**config.mk**
```make
export PLATFORM = sky130hd
export DESIGN_NAME = wb_stream_burst_writer_flat
export DESIGN_NICKNAME = d
export VERILOG_FILES = /design/src/rtl/wb_stream_burst_writer_if.sv /design/src/rtl/wb_stream_burst_writer.sv /design/src/flat_wrapper.sv
export SDC_FILE = /design/constraint.sdc
export NUM_CORES = 1
export LEC_CHECK = 0
export ABC_CLOCK_PERIOD_IN_PS = 8100
export BUFFER_PORTS_ARGS = -buffer_cell sky130_fd_sc_hd__buf_2
export CAP_MARGIN = 20
export CORE_AREA = 3 3 286 288
export DETAILED_ROUTE_END_ITERATION = 10
export DIE_AREA = 0 0 289 291
export MAX_ROUTING_LAYER = met4
export PLACE_DENSITY = 0.49
export SLEW_MARGIN = 20
export SYNTH_ARGS = -nofsm -noshare
export SYNTH_HDL_FRONTEND = slang
export SYNTH_SLANG_ARGS = --single-unit
```
**constraint.sdc**
```tcl
create_clock -name wb_clk_i -period 8.1 [get_ports wb_clk_i]
set_input_delay 1.215 -clock wb_clk_i [delete_from_list [all_inputs] [get_ports wb_clk_i]]
set_output_delay 1.215 -clock wb_clk_i [all_outputs]
set_load 0.02 [all_outputs]
```
**src/rtl/wb_stream_burst_writer_if.sv**
```systemverilog
// Stream input and Wishbone master signals of the burst writer, bundled as one port.
// master = the writer; slave = the stream source plus the Wishbone slave side.
interface wb_stream_burst_writer_if #(
    parameter int AW = 26,
    parameter int DW = 32
);
    logic            s_valid;
    logic [DW-1:0]   s_data;
    logic            s_ready;
    logic            wb_cyc_o;
    logic            wb_stb_o;
    logic            wb_we_o;
    logic [AW-1:0]   wb_addr_o;
    logic [DW-1:0]   wb_dat_o;
    logic [DW/8-1:0] wb_sel_o;
    logic [2:0]      wb_cti_o;
    logic            wb_ack_i;

    modport master (
        input  s_valid, s_data, wb_ack_i,
        output s_ready, wb_cyc_o, wb_stb_o, wb_we_o, wb_addr_o, wb_dat_o, wb_sel_o, wb_cti_o
    );

    modport slave (
        output s_valid, s_data, wb_ack_i,
        input  s_ready, wb_cyc_o, wb_stb_o, wb_we_o, wb_addr_o, wb_dat_o, wb_sel_o, wb_cti_o
    );
endinterface

```
**src/rtl/wb_stream_burst_writer.sv**
```systemverilog
// Buffers a valid/ready word stream in a FIFO and writes it to consecutive
// addresses as Wishbone incrementing bursts of up to BURST_LEN beats.
module wb_stream_burst_writer #(
    parameter int AW         = 26,
    parameter int DW         = 32,
    parameter int FIFO_DEPTH = 16,
    parameter int BURST_LEN  = 8
) (
    input  logic          wb_clk_i,
    input  logic          wb_rst_i,
    input  logic          start,
    input  logic [AW-1:0] cfg_base_addr,
    input  logic [15:0]   cfg_word_cnt,
    output logic          busy,
    output logic          done,
    wb_stream_burst_writer_if.master bus
);
    localparam int SW = DW / 8;
    localparam int PW = (FIFO_DEPTH > 1) ? $clog2(FIFO_DEPTH) : 1;
    localparam int BW = $clog2(BURST_LEN) + 1;

    typedef enum logic [1:0] {IDLE, FILL, BURST, DONE} state_t;

    state_t        state, state_nx;
    logic [DW-1:0] mem [FIFO_DEPTH];
    logic [PW-1:0] wr_ptr, rd_ptr;
    logic [PW:0]   fifo_count;
    logic [15:0]   rx_rem, tx_rem, burst_n;
    logic [BW-1:0] beat_cnt;
    logic [AW-1:0] addr;
    logic [2:0]    cti;
    logic          fifo_full, fill_ok, push, pop, last_beat, in_burst, accept_start;

    assign in_burst     = (state == BURST);
    assign busy         = (state == FILL) || in_burst;
    assign done         = (state == DONE);
    assign accept_start = (state == IDLE) && start;

    assign fifo_full = (fifo_count == (PW+1)'(FIFO_DEPTH));
    assign burst_n   = (tx_rem < 16'(BURST_LEN)) ? tx_rem : 16'(BURST_LEN);
    assign fill_ok   = (16'(fifo_count) >= burst_n);
    assign push      = bus.s_valid && bus.s_ready;
    assign pop       = in_burst && bus.wb_ack_i;
    assign last_beat = pop && (beat_cnt == BW'(1));

    // Full flag is taken before any same-cycle pop: no bypass into a full FIFO.
    assign bus.s_ready   = busy && !fifo_full && (rx_rem != '0);
    assign bus.wb_cyc_o  = in_burst;
    assign bus.wb_stb_o  = in_burst;
    assign bus.wb_we_o   = 1'b1;
    assign bus.wb_addr_o = addr;
    assign bus.wb_dat_o  = mem[rd_ptr];
    assign bus.wb_sel_o  = in_burst ? '1 : '0;
    assign bus.wb_cti_o  = cti;

    always_ff @(posedge wb_clk_i) begin
        if (wb_rst_i) state <= IDLE;
        else          state <= state_nx;
    end

    always_comb begin
        state_nx = state;
        unique case (state)
            IDLE:  if (start) state_nx = (cfg_word_cnt != '0) ? FILL : DONE;
            FILL:  if (fill_ok) state_nx = BURST;
            BURST: if (last_beat) state_nx = (tx_rem != 16'd1) ? FILL : DONE;
            DONE:  state_nx = IDLE;
            default: state_nx = IDLE;
        endcase
    end

    always_ff @(posedge wb_clk_i) begin
        if (push) mem[wr_ptr] <= bus.s_data;
    end

    always_ff @(posedge wb_clk_i) begin
        if (wb_rst_i) begin
            wr_ptr     <= '0;
            rd_ptr     <= '0;
            fifo_count <= '0;
            rx_rem     <= '0;
            tx_rem     <= '0;
            beat_cnt   <= '0;
            addr       <= '0;
            cti        <= '0;
        end else begin
            if (push) wr_ptr <= wr_ptr + PW'(1);
            if (pop)  rd_ptr <= rd_ptr + PW'(1);
            unique case ({push, pop})
                2'b10:   fifo_count <= fifo_count + (PW+1)'(1);
                2'b01:   fifo_count <= fifo_count - (PW+1)'(1);
                default: fifo_count <= fifo_count;
            endcase

            if (accept_start)  rx_rem <= cfg_word_cnt;
            else if (push)     rx_rem <= rx_rem - 16'd1;

            if (accept_start)  tx_rem <= cfg_word_cnt;
            else if (pop)      tx_rem <= tx_rem - 16'd1;

            if (accept_start)  addr <= cfg_base_addr & ~AW'(SW - 1);
            else if (pop)      addr <= addr + AW'(SW);

            // cti is registered one beat ahead so 111 coincides with the final beat.
            if (state == FILL && fill_ok) begin
                beat_cnt <= burst_n[BW-1:0];
                cti      <= (burst_n == 16'd1) ? 3'b111 : 3'b010;
            end else if (pop) begin
                beat_cnt <= beat_cnt - BW'(1);
                if (beat_cnt == BW'(1))      cti <= 3'b000;
                else if (beat_cnt == BW'(2)) cti <= 3'b111;
                else                         cti <= 3'b010;
            end
        end
    end
endmodule

```
**src/flat_wrapper.sv**
```systemverilog
// flat-port wrapper written by rule: the top's interface ports become plain ports
module wb_stream_burst_writer_flat 
#(
    parameter int AW         = 26,
    parameter int DW         = 32,
    parameter int FIFO_DEPTH = 16,
    parameter int BURST_LEN  = 8
)
  (wb_clk_i, wb_rst_i, start, cfg_base_addr, cfg_word_cnt, busy, done, bus_s_valid, bus_s_data, bus_wb_ack_i, bus_s_ready, bus_wb_cyc_o, bus_wb_stb_o, bus_wb_we_o, bus_wb_addr_o, bus_wb_dat_o, bus_wb_sel_o, bus_wb_cti_o);
  wb_stream_burst_writer_if #(.AW(AW), .DW(DW)) bus_i ();
  input  logic wb_clk_i;
  input  logic wb_rst_i;
  input  logic start;
  input  logic [AW-1:0] cfg_base_addr;
  input  logic [15:0] cfg_word_cnt;
  output logic busy;
  output logic done;
  input wire logic [$bits(bus_i.s_valid)-1:0] bus_s_valid;
  input wire logic [$bits(bus_i.s_data)-1:0] bus_s_data;
  input wire logic [$bits(bus_i.wb_ack_i)-1:0] bus_wb_ack_i;
  output wire logic [$bits(bus_i.s_ready)-1:0] bus_s_ready;
  output wire logic [$bits(bus_i.wb_cyc_o)-1:0] bus_wb_cyc_o;
  output wire logic [$bits(bus_i.wb_stb_o)-1:0] bus_wb_stb_o;
  output wire logic [$bits(bus_i.wb_we_o)-1:0] bus_wb_we_o;
  output wire logic [$bits(bus_i.wb_addr_o)-1:0] bus_wb_addr_o;
  output wire logic [$bits(bus_i.wb_dat_o)-1:0] bus_wb_dat_o;
  output wire logic [$bits(bus_i.wb_sel_o)-1:0] bus_wb_sel_o;
  output wire logic [$bits(bus_i.wb_cti_o)-1:0] bus_wb_cti_o;
  assign bus_i.s_valid = bus_s_valid;
  assign bus_i.s_data = bus_s_data;
  assign bus_i.wb_ack_i = bus_wb_ack_i;
  assign bus_s_ready = bus_i.s_ready;
  assign bus_wb_cyc_o = bus_i.wb_cyc_o;
  assign bus_wb_stb_o = bus_i.wb_stb_o;
  assign bus_wb_we_o = bus_i.wb_we_o;
  assign bus_wb_addr_o = bus_i.wb_addr_o;
  assign bus_wb_dat_o = bus_i.wb_dat_o;
  assign bus_wb_sel_o = bus_i.wb_sel_o;
  assign bus_wb_cti_o = bus_i.wb_cti_o;
  wb_stream_burst_writer #(.AW(AW), .DW(DW), .FIFO_DEPTH(FIFO_DEPTH), .BURST_LEN(BURST_LEN)) u_core (.wb_clk_i(wb_clk_i), .wb_rst_i(wb_rst_i), .start(start), .cfg_base_addr(cfg_base_addr), .cfg_word_cnt(cfg_word_cnt), .busy(busy), .done(done), .bus(bus_i));
endmodule
```
Word-level counts from Yosys, hierarchy flattened:

Memory sizes are Yosys's and may differ from the RTL's. A register that Yosys moved wholly into a read port is not among the register bits.
Cells that the tools add are included.

* register bits: 80
* memory bits (writable): 512
* input port bits: 79
* word-level logic and storage cells: 78
* memories kept: 1

Memories
* u_core.mem: depth 16, width 32, rd ports 1, clocked after Yosys merged registers in 1, wr ports 1, RTL line wb_stream_burst_writer.sv:25 `logic [DW-1:0] mem [FIFO_DEPTH];`

* $add $sub $neg: 8
* $lt $le $gt $ge: 2
* equality and inequality tests: 13
* muxes and demuxes: 26
* reduce and logical (&&, ||, !) cells: 18

Operators with widths (number)
* 2-to-1 mux 16 bit: 5
* 2-to-1 mux 26 bit: 2
* nonzero test 16 bit: 2
* subtractor 16 x 1 -> 16 bit, second input constant: 2
* adder 26 x 3 -> 26 bit, second input constant: 1
* 2-to-1 mux 4 bit: 5
* == test 16 x 1 -> 1 bit, second input constant: 1
* greater-or-equal comparator 5 x 16 -> 1 bit: 1
* less-than comparator 16 x 4 -> 1 bit, second input constant: 1
* != test 16 x 1 -> 1 bit, second input constant: 1
* 2-to-1 mux 3 bit: 5
* 2-to-1 mux 2 bit: 5
* one-hot mux 5 bit (2 select lines): 1
* adder 4 x 1 -> 4 bit, second input constant: 2
* one-hot mux 2 bit (4 select lines): 1
* nonzero test 2 bit: 4
* logical AND 1 bit: 7
* == test 2 bit, second input constant: 3
* adder 5 x 1 -> 5 bit, second input constant: 1
* == test 5 bit, second input constant: 1
* subtractor 5 x 1 -> 5 bit, second input constant: 1
* == test 2 x 1 -> 1 bit, second input constant: 2
* == test 4 x 1 -> 1 bit, second input constant: 1
* == test 4 x 2 -> 1 bit, second input constant: 1
* other kinds (9): 11

Logic depth before layout (Yosys ltp):

* depth after elaboration: 7
* gate-level depth with buffers: 15

Worst setup path before layout:

OpenSTA, ideal clock, no wires.

* path type: input to register
* start point: input bus_s_valid
* end point: memory u_core.mem[3][0], enable pin
* library setup time: 0.461 ns
* arrival: 4.307 ns
* required time: 7.639 ns
* slack: 3.332 ns
* stages on the path: 5
* path buffers: 1
* path through: nand2_1 -> a21oi_1 -> clkbuf_1 -> o211ai_1 -> nor3_1

* cells in the longest elaborated chain, start to end: 3

RTL lines
* start: declaration: RTL line flat_wrapper.sv:18 `input wire logic [$bits(bus_i.s_valid)-1:0] bus_s_valid;`
* logical AND 1 bit: RTL line wb_stream_burst_writer.sv:42 `assign push = bus.s_valid && bus.s_ready;`
* 2-to-1 mux 1 bit: RTL line wb_stream_burst_writer.sv:73 `if (push) mem[wr_ptr] <= bus.s_data;`
* 2-to-1 mux 1 bit (implied by the code): RTL line wb_stream_burst_writer.sv:73
* end: declaration: RTL line wb_stream_burst_writer.sv:25

Every way passes these cells.

==> results.md <==
* Post-Syn Instances at 1261
* Initial DRC Count at 812
* Post-CTS Hold Buffers at 0
* Dpl hpwl at 30400 microns
* Seq cells post-synth at 593
* Grt total ovfl at 0
* Pwr Total at 7.96 mW
* Area Growth Syn to Fin at 17.5%
* Crit-path slowest cell: dfxtp_4
* Setup TNS at 0 ns
* Critical Path AT at 3.55 ns
* YS warnings at 0
* Placement Cell Area at 25800 sq um
* GRT Util Overall at 14.1%
* Die width at 289 microns
* Area of the core at 79100 sq um
* Drt first pass iters at 5
* Fin area at 28000 sq um
* I/O Pins at 150
* Slew Viols, Final at 0
* Critical path required time at 6.88 ns
* Post-CTS Setup Inserts at 0
* Final Setup Violations at 0
* PD cells at 284 nW/um^2
* Most frequent CP cell: mux4_2
* Post-route antenna net violation count at 0
* Sink Count at 593
* CTS Buffer Depth at 3
* Peak VDD IR at 0.000187 V
* H-tree level count at 3
* Slew HR at 35.0%
* Fraction of registers with async set/reset at 0%
* Crit path capture type: output pin
* Tcrit/Tclk final at 58.8%
* Initial antenna violation count at 2
* Port bufs at 144
* Clk slew on worst S/H paths at 0.06 ns
* Syn avg cell area at 18.9 sq um
* Die Area at 84100 sq um
* CP max stage delay at 0.84 ns
* Final Hold Fails at 0
* Kind of critical path: flop to output pin
* CP max FO at 39
* Mapped cell area at 23800 sq um
* Worst Tran Pin Value at 0.974 ns
* Status: complete, no violations
* Clk_lat worst skew at 0.59 ns
* Hold Crit Start: u_core.rd_ptr[1]$_SDFFE_PP0P_
* Worst min path class: flop to flop
* MaxCap Viol Count at 0
* Nets at 1537
* Min Tclk post-route at 4.76 ns
* Largest net degree at the start of global routing at 64
* CP Buf/Inv Count at 2
* Yosys cell types at 59
* Routed WL per cell at 22.8 microns
* R2r startpoint: u_core.state[0]$_SDFFE_PP0P_
* Resize count post-CTS at 0
* Top Family by Delay on Critical Path: multiplexers
* Sequential share of the synthesized area at 71.4%
* Number of global-route vias before repair at 13149
* EDFF count, synth at 512
* Share of cells above drive strength 1 at 30.6%
* Placer Congestion at 0.773
* CTS tree: built
* First-pass GRT wire length at 85000 microns
* Crit-path cells: buf_4 > mux4_2 > mux4_2 > buf_2
* RSZ-0062 raised after global routing: no
* Initial Util at 30.1%
* Total Wirelength at 57600 microns
* Critical Path Source Type: flop
* Clock root buffer: clkbuf_16
* Achievable Freq at 0.210 GHz
* Fin Clk Skew at 0.0208 ns
* Die Ht at 291 microns
* Via/cell ratio at 4.88
* DRC errors left at 0
* Row cnt at 103
* CTS Buf Count at 67
* Vias at 12367
* Leakage at 8.91 nW
* Ys flop type: edfxtp_1
-- cell families (layout without fill, tap and decap cells) --
| group | Yosys count | count (layout) | share of synthesized area [%] |
|---|---|---|---|
| AOI/OAI and AO/OA | 123 | 123 | 3.41 |
| DFF | 593 | 593 | 71.4 |
| adders and majority gates | 27 | 27 | 1.45 |
| and+or+nand+nor | 207 | 207 | 4.81 |
| buffers and inverters | 91 | 309 | 1.65 |
| muxes | 162 | 162 | 15.2 |
| xor gates and xnor gates | 56 | 56 | 2.06 |
| other | 2 | 5 | 0.0315 |
-- layout make-up --
cell class	instances	area (sq um)
Fill cell	7502	51200
Sequential cell	593	17000
Multi-Input combinational cell	579	6460
Clock buffer	93	1880
Tap cell	1050	1310
Timing Repair Buffer	171	936
Clock inverter	26	308
Inverter	19	71.3
Antenna cell	1	2.50
-- sequential cells by signal (all words and copies together), names as in the netlist, named ones only --
name,cells
u_core.rd_ptr,4
u_core.bus.wb_cti_o,2
u_core.fifo_count,5
u_core.state,2
u_core.tx_rem,16
u_core.beat_cnt,4
u_core.wr_ptr,4
u_core.bus.wb_addr_o,24
u_core.rx_rem,16
u_core.mem,512
-- per-layer routing --
metal / vias up / share of wire (%) / GRT usage (%)
li1: 5487 / - / -
met1: 6489 / 45 / 18.6
met2: 308 / 49 / 22.5
met3: 83 / 4.5 / 2.56
met4: 0 / 1.9 / 3.33
met5: - / 0 / -
-- worst min-delay path, cell delays in order (launching register included) --
cell and delay (ns):
dfxtp_1 0.33, nand2_1 0.06, a21oi_1 0.07
-- worst paths after layout --
check        slack [ns]                           endpoint  cells after the start
min                0.50                               flop                      2
max                3.34                    bus_wb_dat_o[2]                      4
max reg2reg        4.27  u_core.fifo_count[4]$_SDFFE_PP0P_                     14
min reg2reg        0.50                               flop                      2
-- stage by stage --
step | hold slack [ns] | instances | utilization (%) | setup slack, ns
5_1_grt | 0.527 | 2531 | 35.4 | 2.99
6_report | 0.501 | 2532 | 35.4 | 3.34
3_5_place_dp | 0.489 | 2412 | 32.6 | 3.80
2_1_floorplan | 0.462 | 1263 | - | 3.33
3_3_place_gp | 0.485 | 2412 | 32.6 | 3.78
4_1_cts | 0.498 | 2531 | 35.4 | 3.16
-- synth_stat cells, drive strengths merged (18+ instances only) --
master / n / area share [%]
a211oi: 20 / 0.63
ha: 26 / 1.4
xor2: 36 / 1.3
buf: 28 / 0.66
nand2: 32 / 0.51
nand4: 19 / 0.50
edfxtp: 512 / 65
inv: 18 / 0.28
mux4: 160 / 15
clkbuf: 44 / 0.69
a21oi: 47 / 0.99
xnor2: 20 / 0.74
dfxtp: 81 / 6.8
nor2: 57 / 0.90
and3: 19 / 0.50
-- placed cells by master, fill, tap and decap left out, types with 3 or more instances in the layout --
cell,netlist,layout
clkbuf_1,44,18
or3_1,3,3
nor3b_1,3,3
buf_4,9,26
nand4_1,19,19
a21oi_1,47,47
o21ai_0,4,4
bufinv_16,0,6
a211oi_1,20,20
clkbuf_8,0,6
and2_1,4,4
clkinv_2,0,5
ha_1,26,26
conb_1,2,4
clkinv_1,1,12
nor4_1,9,9
and3_2,0,15
a31oi_1,4,4
edfxtp_1,512,512
buf_2,14,144
dfxtp_1,81,77
o211ai_1,11,11
o21bai_1,15,15
o31ai_1,3,3
xnor2_1,20,20
and4_1,3,3
inv_1,18,18
nor3_1,15,14
nor2_1,57,57
xor2_1,36,36
nand2_1,31,30
nand3b_1,3,3
dfxtp_4,0,3
or4_1,5,5
a311oi_1,5,5
nor2b_1,8,8
clkbuf_16,0,69
and3_1,19,4
mux4_2,160,160
nand3_1,13,13
-- power by group --
part / total [mW] / internal [mW] / switching, mW
registers: 3.63 / 3.49 / 0.144
logic: 1.31 / 0.538 / 0.772
clock network: 3.01 / 1.81 / 1.20
Note: power is estimated with default switching activity, not from simulation.
